File: src/rtl/fp_unit_sequencer.sv
// fp_unit_sequencer: in-order FP issue queue feeding a multi-cycle datapath, with a writeback-slot
// reservation map and tag pipeline; optional perf counters are enabled by FP_SEQ_PERF_EN.
module fp_unit_sequencer #(
    parameter int QUEUE_DEPTH = 4,
    parameter int TICKET_BITS = 3,
    parameter int DEST_BITS   = 6,
    parameter int DATA_BITS   = 32,
    parameter int ADD_LAT     = 3,
    parameter int MUL_LAT     = 4,
    parameter int DIV_LAT     = 12
) (
    input  logic                   clk,
    input  logic                   rst_n,
    input  logic                   flush,
    input  logic                   valid,
    input  logic [TICKET_BITS-1:0] in_ticket,
    input  logic [DEST_BITS-1:0]   in_dest,
    input  logic [1:0]             in_opclass,
    output logic                   busy_fu,
    output logic                   dp_start,
    output logic [1:0]             dp_opclass,
    input  logic [DATA_BITS-1:0]   dp_result_data,
    input  logic                   dp_result_exc,
    input  logic [4:0]             dp_result_cause,
    output logic                   fu_valid,
    output logic [DEST_BITS-1:0]   fu_destination,
    output logic [TICKET_BITS-1:0] fu_ticket,
    output logic [DATA_BITS-1:0]   fu_data,
    output logic                   fu_valid_exception,
    output logic [4:0]             fu_cause
`ifdef FP_SEQ_PERF_EN
    ,
    output logic [31:0]            perf_stall_cnt,
    output logic [31:0]            perf_disp_cnt
`endif
);

    localparam int MAX_LAT = DIV_LAT;
    localparam int LB = $clog2(MAX_LAT + 1);
    localparam int PB = $clog2(QUEUE_DEPTH);
    localparam bit [PB:0] FULL = QUEUE_DEPTH[PB:0];

    logic [TICKET_BITS-1:0] q_ticket [QUEUE_DEPTH];
    logic [DEST_BITS-1:0]   q_dest [QUEUE_DEPTH];
    logic [1:0]             q_class [QUEUE_DEPTH];
    logic [PB-1:0]          head, tail;
    logic [PB:0]            count;
    logic [MAX_LAT:1]       res, res_shift, res_next;
    logic [TICKET_BITS-1:0] p_ticket [1:MAX_LAT];
    logic [DEST_BITS-1:0]   p_dest [1:MAX_LAT];
    logic [LB-1:0]          div_cnt, div_next, lat;
    logic [1:0]             head_class;
    logic                   enq, disp;

    always_comb begin
        head_class = q_class[head];
        lat = head_class == 2'd0 ? LB'(ADD_LAT) :
              head_class == 2'd1 ? LB'(MUL_LAT) :
              head_class == 2'd2 ? LB'(DIV_LAT) : LB'(1);
        res_shift = res >> 1;
        // divider is free if it would reach zero by the end of this cycle
        div_next = div_cnt - LB'(div_cnt != '0);
        busy_fu = count == FULL;
        enq = valid && !busy_fu && !flush;
        disp = !flush && count != '0 && !res_shift[lat] && (head_class != 2'd2 || div_next == '0);
        res_next = res_shift;
        if (disp) res_next[lat] = 1'b1;
        dp_start = disp;
        dp_opclass = disp ? head_class : 2'd0;
        fu_valid = res[1];
        fu_ticket = res[1] ? p_ticket[1] : '0;
        fu_destination = res[1] ? p_dest[1] : '0;
        fu_data = res[1] ? dp_result_data : '0;
        fu_valid_exception = res[1] && dp_result_exc;
        fu_cause = res[1] ? dp_result_cause : 5'd0;
    end

    always_ff @(posedge clk or negedge rst_n) begin
        if (!rst_n) begin
            head <= '0;
            tail <= '0;
            count <= '0;
            res <= '0;
            div_cnt <= '0;
        end else if (flush) begin
            head <= '0;
            tail <= '0;
            count <= '0;
            res <= '0;
            div_cnt <= '0;
        end else begin
            if (enq) tail <= tail + 1'b1;
            if (disp) head <= head + 1'b1;
            count <= count + (PB+1)'(enq) - (PB+1)'(disp);
            res <= res_next;
            div_cnt <= (disp && head_class == 2'd2) ? LB'(DIV_LAT) : div_next;
        end
    end

    // payload storage needs no reset: every read is qualified by count or the reservation map
    always_ff @(posedge clk) begin
        if (enq) begin
            q_ticket[tail] <= in_ticket;
            q_dest[tail] <= in_dest;
            q_class[tail] <= in_opclass;
        end
        for (int i = 1; i < MAX_LAT; i++) begin
            p_ticket[i] <= p_ticket[i+1];
            p_dest[i] <= p_dest[i+1];
        end
        if (disp) begin
            p_ticket[lat] <= q_ticket[head];
            p_dest[lat] <= q_dest[head];
        end
    end

`ifdef FP_SEQ_PERF_EN
    always_ff @(posedge clk or negedge rst_n) begin
        if (!rst_n) begin
            perf_stall_cnt <= '0;
            perf_disp_cnt <= '0;
        end else begin
            if (count != '0 && !disp && perf_stall_cnt != '1) perf_stall_cnt <= perf_stall_cnt + 1'b1;
            if (disp && perf_disp_cnt != '1) perf_disp_cnt <= perf_disp_cnt + 1'b1;
        end
    end
`endif

endmodule

File: config.mk
export PLATFORM = sky130hd
export DESIGN_NAME = fp_unit_sequencer
export DESIGN_NICKNAME = d
export VERILOG_FILES = /design/src/rtl/fp_unit_sequencer.sv
export SDC_FILE = /design/constraint.sdc
export NUM_CORES = 1
export LEC_CHECK = 0
export ABC_CLOCK_PERIOD_IN_PS = 13700
export BUFFER_PORTS_ARGS = -buffer_cell sky130_fd_sc_hd__buf_2
export CAP_MARGIN = 20
export CORE_ASPECT_RATIO = 1.75
export CORE_MARGIN = 2
export CORE_UTILIZATION = 35
export CTS_CLUSTER_DIAMETER = 200
export DETAILED_ROUTE_END_ITERATION = 8
export GPL_ROUTABILITY_DRIVEN = 0
export PLACE_DENSITY_LB_ADDON = 0.15
export SETUP_SLACK_MARGIN = 0.15
export SYNTH_ARGS = -nofsm -noshare
export SYNTH_HDL_FRONTEND = slang
export SYNTH_SLANG_ARGS = --single-unit
File: constraint.sdc
create_clock -name clk -period 13.7 [get_ports clk]
set_clock_uncertainty 0.1 [all_clocks]
set_input_delay 2.74 -clock clk [delete_from_list [all_inputs] [get_ports clk]]
set_output_delay 2.74 -clock clk [all_outputs]
set_load 0.03 [all_outputs]
==> results of run 1 <==
[layout make-up]
type	count	area share, %
repair buffers	106	6.88
flip-flops and latches	175	53.3
inverters	15	0.724
multi-input cells	219	26.9
well taps	234	3.76
clock buffers	20	6.43
clock inverters	12	1.99
[report_power, final]
group	internal [W]	total [W]	switching [W]
clock	0.000294	0.000513	0.000219
combinational	0.000133	0.000305	0.000173
sequential	0.000634	0.000672	0.0000378
[critical path, delay by kind of cell]
kind | cells | cell delay, ns
AND/OR/NAND/NOR | 1 | 0.20
AO/OA/AOI/OAI | 2 | 0.45
buffers and inverters | 3 | 0.71
[sequential cells by signal, indices dropped and copies added (netlist names)]
signal and count:
p_ticket 36, q_ticket 12, head 2, q_class 8
tail 2, q_dest 24, div_cnt 4, p_dest 72
res 12, count 3
[Yosys cell counts (all sizes together) (3+ instances only)]
cell / number
a21oi: 6
xor2: 3
and2: 51
dfrtp: 23
clkbuf: 36
buf: 4
nand2: 5
mux2i: 3
nor3: 9
mux4: 11
nand3: 6
nor2b: 9
ha: 16
dfxtp: 99
mux2: 74
nor2: 8
inv: 15
edfxtp: 53
[per-stage QoR]
stage	instance area (um^2)	cells
global route	7780	781
global placement	7130	749
detailed placement	7130	749
finish	7780	781
CTS	7780	781
floorplan	6460	449
[worst min path at each step]
stage / startpoint / end / depth (start not counted)
4_1_cts: p_dest[3][5] / p_dest[2][5] / 0
5_1_grt: p_ticket[3][1] / p_ticket[2][1] / 0
2_1_floorplan: p_dest[11][0] / p_dest[10][0] / 1
3_5_place_dp: p_dest[3][4] / p_dest[2][4] / 0
6_report: p_dest[3][5] / p_dest[2][5] / 0
3_3_place_gp: p_ticket[9][0] / p_ticket[8][0] / 0
[metal layers]
metal	routed length [um]	part of all wire (%)	GRT usage, %	vias to the layer above
met5	0	0	0	-
met4	198	1.9	4.83	0
met3	594	5.6	3.47	11
met2	5690	54	21.7	111
met1	4060	38	11.9	1637
li1	-	-	-	1703
[cell families (layout without fill, tap and decap cells)]
| kind of cell | Yosys count | count (layout) | share of synthesized area [%] |
|---|---|---|---|
| buf+inv | 55 | 153 | 3.35 |
| flops | 175 | 175 | 64.3 |
| mux | 88 | 88 | 17.2 |
| fa+ha+maj | 17 | 17 | 3.41 |
| simple gates | 97 | 97 | 9.67 |
| xor+xnor | 5 | 5 | 0.678 |
| compound gates | 12 | 12 | 1.43 |
==> impl_metrics.json, run 1 <==
{
  "ir_worst_vdd_uv": 76.2,
  "seq_area_frac_synth_pct": 64.3,
  "synth_warnings": 0,
  "htreeDepth": 4,
  "rows": 65,
  "ys_types": 36,
  "worstSetupPathType": "primary input to output port",
  "crit_arrival_ns": 4.11,
  "cp-end-kind": "output port",
  "area_growth_pct": 20.5,
  "endpoint": "dp_opclass[0]",
  "numPortBuffers": 104,
  "dieArea_mm2": 0.0196,
  "start_util_pct": 35.8,
  "layout_min_cycle_time_ns": 6.95,
  "final_common_cell": "buf_2",
  "synthArstFlopShare_pct": 13.1,
  "total_power_w": 0.00149,
  "reg2reg_from": "head[0]",
  "place_hpwl_mm": 7.56,
  "multi_input_area_mm2": 0.00209,
  "clock_latency_ns": 0.42,
  "synth_seq_cells": 175,
  "fin_ws_ns": 6.75,
  "drt-pass1-iter-count": 4,
  "cp_common_cell": "buf_2",
  "clk_path_buf_depth": 2,
  "synth_top_cell_area_share_pct": 30.7,
  "whs_ns": 0.222,
  "synth_area_leaders": "dfxtp_1 (31%), edfxtp_1 (25%), mux2_2 (12%), dfrtp_1 (8.9%), and2_1 (4.9%)",
  "max_cap_viol_count": 0,
  "syn-num-nets": 519,
  "rr_endpoint": "count[2]",
  "grt_first_pass_wirelength_mm": 17.5,
  "clkTransAtPathRegs_ns": 0.07,
  "crit_path_start": "flush",
  "n_antenna_cell": 0,
  "rr_worst_depth": 15,
  "final_cell_mix": "buf_2 (104), dfxtp_1 (99), mux2_2 (70)",
  "grt_overflow": 0,
  "outcome": "finished, final reports clean",
  "crit_slowest_cell": "a311oi_2",
  "vias": 3462,
  "cts_tree": "done",
  "r2r_slack_ns": 9.14,
  "finalHoldViolCount": 0,
  "fin_nets": 604,
  "syn_area_mm2": 0.00646,
  "cp_max_fo": 24,
  "clockRootBuffer": "clkbuf_16",
  "n_fill_cell": 1644,
  "top_level_ports": 105,
  "finalCritPeriodShare_pct": 50.7,
  "antenna_found_initial": 0,
  "core_area_mm2": 0.0181,
  "grt_pass1_vias": 3448,
  "max_freq_mhz": 144,
  "slowest_delay_ns": 0.30,
  "synth-edff-count": 53,
  "rsz0062_at_grt": "false",
  "fin_setup_tns_ns": 0,
  "pre_cts_slack_ns": 6.72,
  "p_leak_nw": 3.26,
  "power.density_mw_per_mm2": 191,
  "syn_avg_cell_area_um2": 14.4,
  "drtAntennaViolNets": 0,
  "drtIter0Drc": 126,
  "worstPathCellList": "buf_2 -> a311oi_2 -> o311ai_2 -> buf_4 -> nor3_1 -> buf_2",
  "grtUsageTotal_pct": 11.6,
  "via_per_inst": 4.43,
  "critical_path_required_ns": 10.86,
  "critical_path.startpoint_type": "primary input",
  "cts_resized": 0,
  "setup_violations": 0,
  "drv_slew": 0,
  "wl_mm": 10.5,
  "fin_util_pct": 43.1,
  "drc_errors": 0,
  "synth_ff_type": "dfxtp_1",
  "routedWlPerCell_um": 13.5,
  "worst_pin_slew_ns": 0.948,
  "postSynthCellCount": 449,
  "cts_buffers": 17,
  "register_area_mm2": 0.00415,
  "maxSlewHeadroom_pct": 36.8,
  "post_cts_buffers": 0,
  "die_width_um": 107,
  "layout-drive-gt1-share_pct": 41.3,
  "dieHeight_um": 184,
  "holdBufCountCts": 0,
  "cts.sinks": 175,
  "grt_start_max_net_pins": 49,
  "hp-class": "flop to flop",
  "synth_area_leader_cell": "dfxtp_1"
}
(Power assumes the default switching activity.)
==> run 2, diff against run 1 <==
Settings changed: ABC_CLOCK_PERIOD_IN_PS 13700 to 6020.
Clock period 13.7 ns to 6.02 ns, I/O delays scaled along.
==> impl_metrics.json, run 2 (same netlist as run 1, synthesis figures left out) <==
{
  "outcome": "finished, final reports clean",
  "setup_violations": 0,
  "numPortBuffers": 104,
  "holdPathEnd": "p_ticket[2][2]",
  "antenna_found_initial": 0,
  "power.density_mw_per_mm2": 426,
  "worst_pin_slew_ns": 0.935,
  "layout_min_cycle_time_ns": 5.29,
  "cp-end-kind": "output port",
  "maxSlewHeadroom_pct": 37.6,
  "whs_ns": 0.226,
  "clock_latency_ns": 0.43,
  "fin_nets": 604,
  "finalHoldViolCount": 0,
  "pwr-share-clk_pct": 32.4,
  "drt-pass1-iter-count": 3,
  "holdPathStages": 0,
  "layout-drive-gt1-share_pct": 41.3,
  "drc_errors": 0,
  "max_cap_viol_count": 0,
  "drtIter0Drc": 103,
  "reg2reg_from": "head[0]",
  "grt_start_max_net_pins": 49,
  "cts.sinks": 175,
  "combinationalPowerShare_pct": 21.1,
  "r2r_slack_ns": 1.43,
  "start_util_pct": 35.8,
  "swShare_pct": 29.5,
  "via_per_inst": 4.47,
  "final_common_cell": "buf_2",
  "largest_register_ff_count": 72,
  "drtAntennaViolNets": 0,
  "grt_pass1_vias": 3443,
  "ir_worst_vdd_uv": 188,
  "grt_overflow": 0,
  "place_hpwl_mm": 7.58,
  "max_freq_mhz": 189,
  "cp_max_fo": 14,
  "final_cell_mix": "buf_2 (104), dfxtp_1 (99), mux2_2 (70)",
  "clkTransAtPathRegs_ns": 0.07,
  "finalCritPeriodShare_pct": 87.9,
  "critical_path_required_ns": 4.72,
  "pre_cts_slack_ns": 1.13,
  "hp-start": "p_ticket[3][2]",
  "p_leak_nw": 3.23,
  "fin_ws_ns": 0.730,
  "finish.instance_area_mm2": 0.00771,
  "clockRootBuffer": "clkbuf_16",
  "rows": 65,
  "clk_path_buf_depth": 2,
  "fin_setup_tns_ns": 0,
  "cts_buffers": 17,
  "grtUsageTotal_pct": 11.1,
  "rr_worst_depth": 15,
  "dieArea_mm2": 0.0196,
  "die_width_um": 107,
  "n_antenna_cell": 0,
  "core_area_mm2": 0.0181,
  "top_register": "p_dest",
  "htreeDepth": 4,
  "dieHeight_um": 184,
  "drv_slew": 0,
  "top_level_ports": 105,
  "crit_arrival_ns": 3.99,
  "holdBufCountCts": 0,
  "post_cts_buffers": 0,
  "hp-class": "flop to flop",
  "cts_tree": "done",
  "critical_path.startpoint_type": "flop",
  "wl_mm": 10.4,
  "area_growth_pct": 19.5,
  "total_power_w": 0.00328,
  "rsz0062_at_grt": "false",
  "vias": 3489,
  "routedWlPerCell_um": 13.4,
  "rr_endpoint": "count[2]",
  "cts_resized": 0,
  "switching_power_w": 0.000970,
  "dpl_cell_area_mm2": 0.00713,
  "worstSetupPathType": "flop to output port",
  "n_fill_cell": 1671,
  "top_regs": "p_dest: 72 flops, p_ticket: 36 flops, q_dest: 24 flops",
  "internal_power_w": 0.00231,
  "grt_first_pass_wirelength_mm": 16.8,
  "p_seq_share_pct": 46.5
}
-- run 2: how the worst max path moves through the flow --
stage / cells past startpoint / slack [ns] / start / end
floorplan: 10 / 0.84 / head[0] / dp_opclass[0]
global placement: 9 / 1.21 / head[0] / dp_opclass[0]
detailed placement: 9 / 1.13 / head[0] / dp_opclass[0]
CTS: 9 / 0.63 / head[0] / dp_opclass[0]
global route: 9 / 0.41 / head[0] / dp_opclass[1]
finish: 9 / 0.73 / head[0] / dp_opclass[0]
-- run 2: power groups by stage --
stage               Combinational [W]  Sequential, W  Clock [W]
floorplan                    0.000592        0.00151          0
global placement             0.000680        0.00155          0
detailed placement           0.000701        0.00156          0
CTS                          0.000704        0.00153    0.00111
global route                 0.000772        0.00155    0.00115
finish                       0.000693        0.00153    0.00107
-- run 2: critical path, stage by stage (launching register included) --
cell	delay (ns)
dfrtp_1	0.82
mux4_2	0.66
inv_1	0.18
ha_1	0.31
mux2_1	0.37
a311oi_2	0.34
o311ai_2	0.17
buf_4	0.23
nor3_1	0.24
buf_2	0.24
-- run 2: routing by layer --
layer / global-route usage [%] / up-vias / routed length [um]
li1: - / 1703 / -
met3: 2.76 / 13 / 569
met2: 20.8 / 107 / 5670
met5: 0 / - / 0
met1: 11.2 / 1666 / 4000
met4: 5.30 / 0 / 193
-- run 2: layout make-up --
type                    instances  area [um^2]  share of cell area (%)
clock buffers                  17          425                    5.52
clock inverters                15          163                    2.11
inverters                      15         56.3                   0.730
multi-input cells             219         2090                    27.1
flip-flops and latches        175         4150                    53.8
well taps                     234          293                    3.80
repair buffers                106          536                    6.94
-- run 2: per-stage QoR --
step,instances,util (%)
after floorplan,449,-
after global placement,749,39.5
after detailed placement,749,39.5
after CTS,781,42.7
after global routing,781,42.7
final,781,42.7
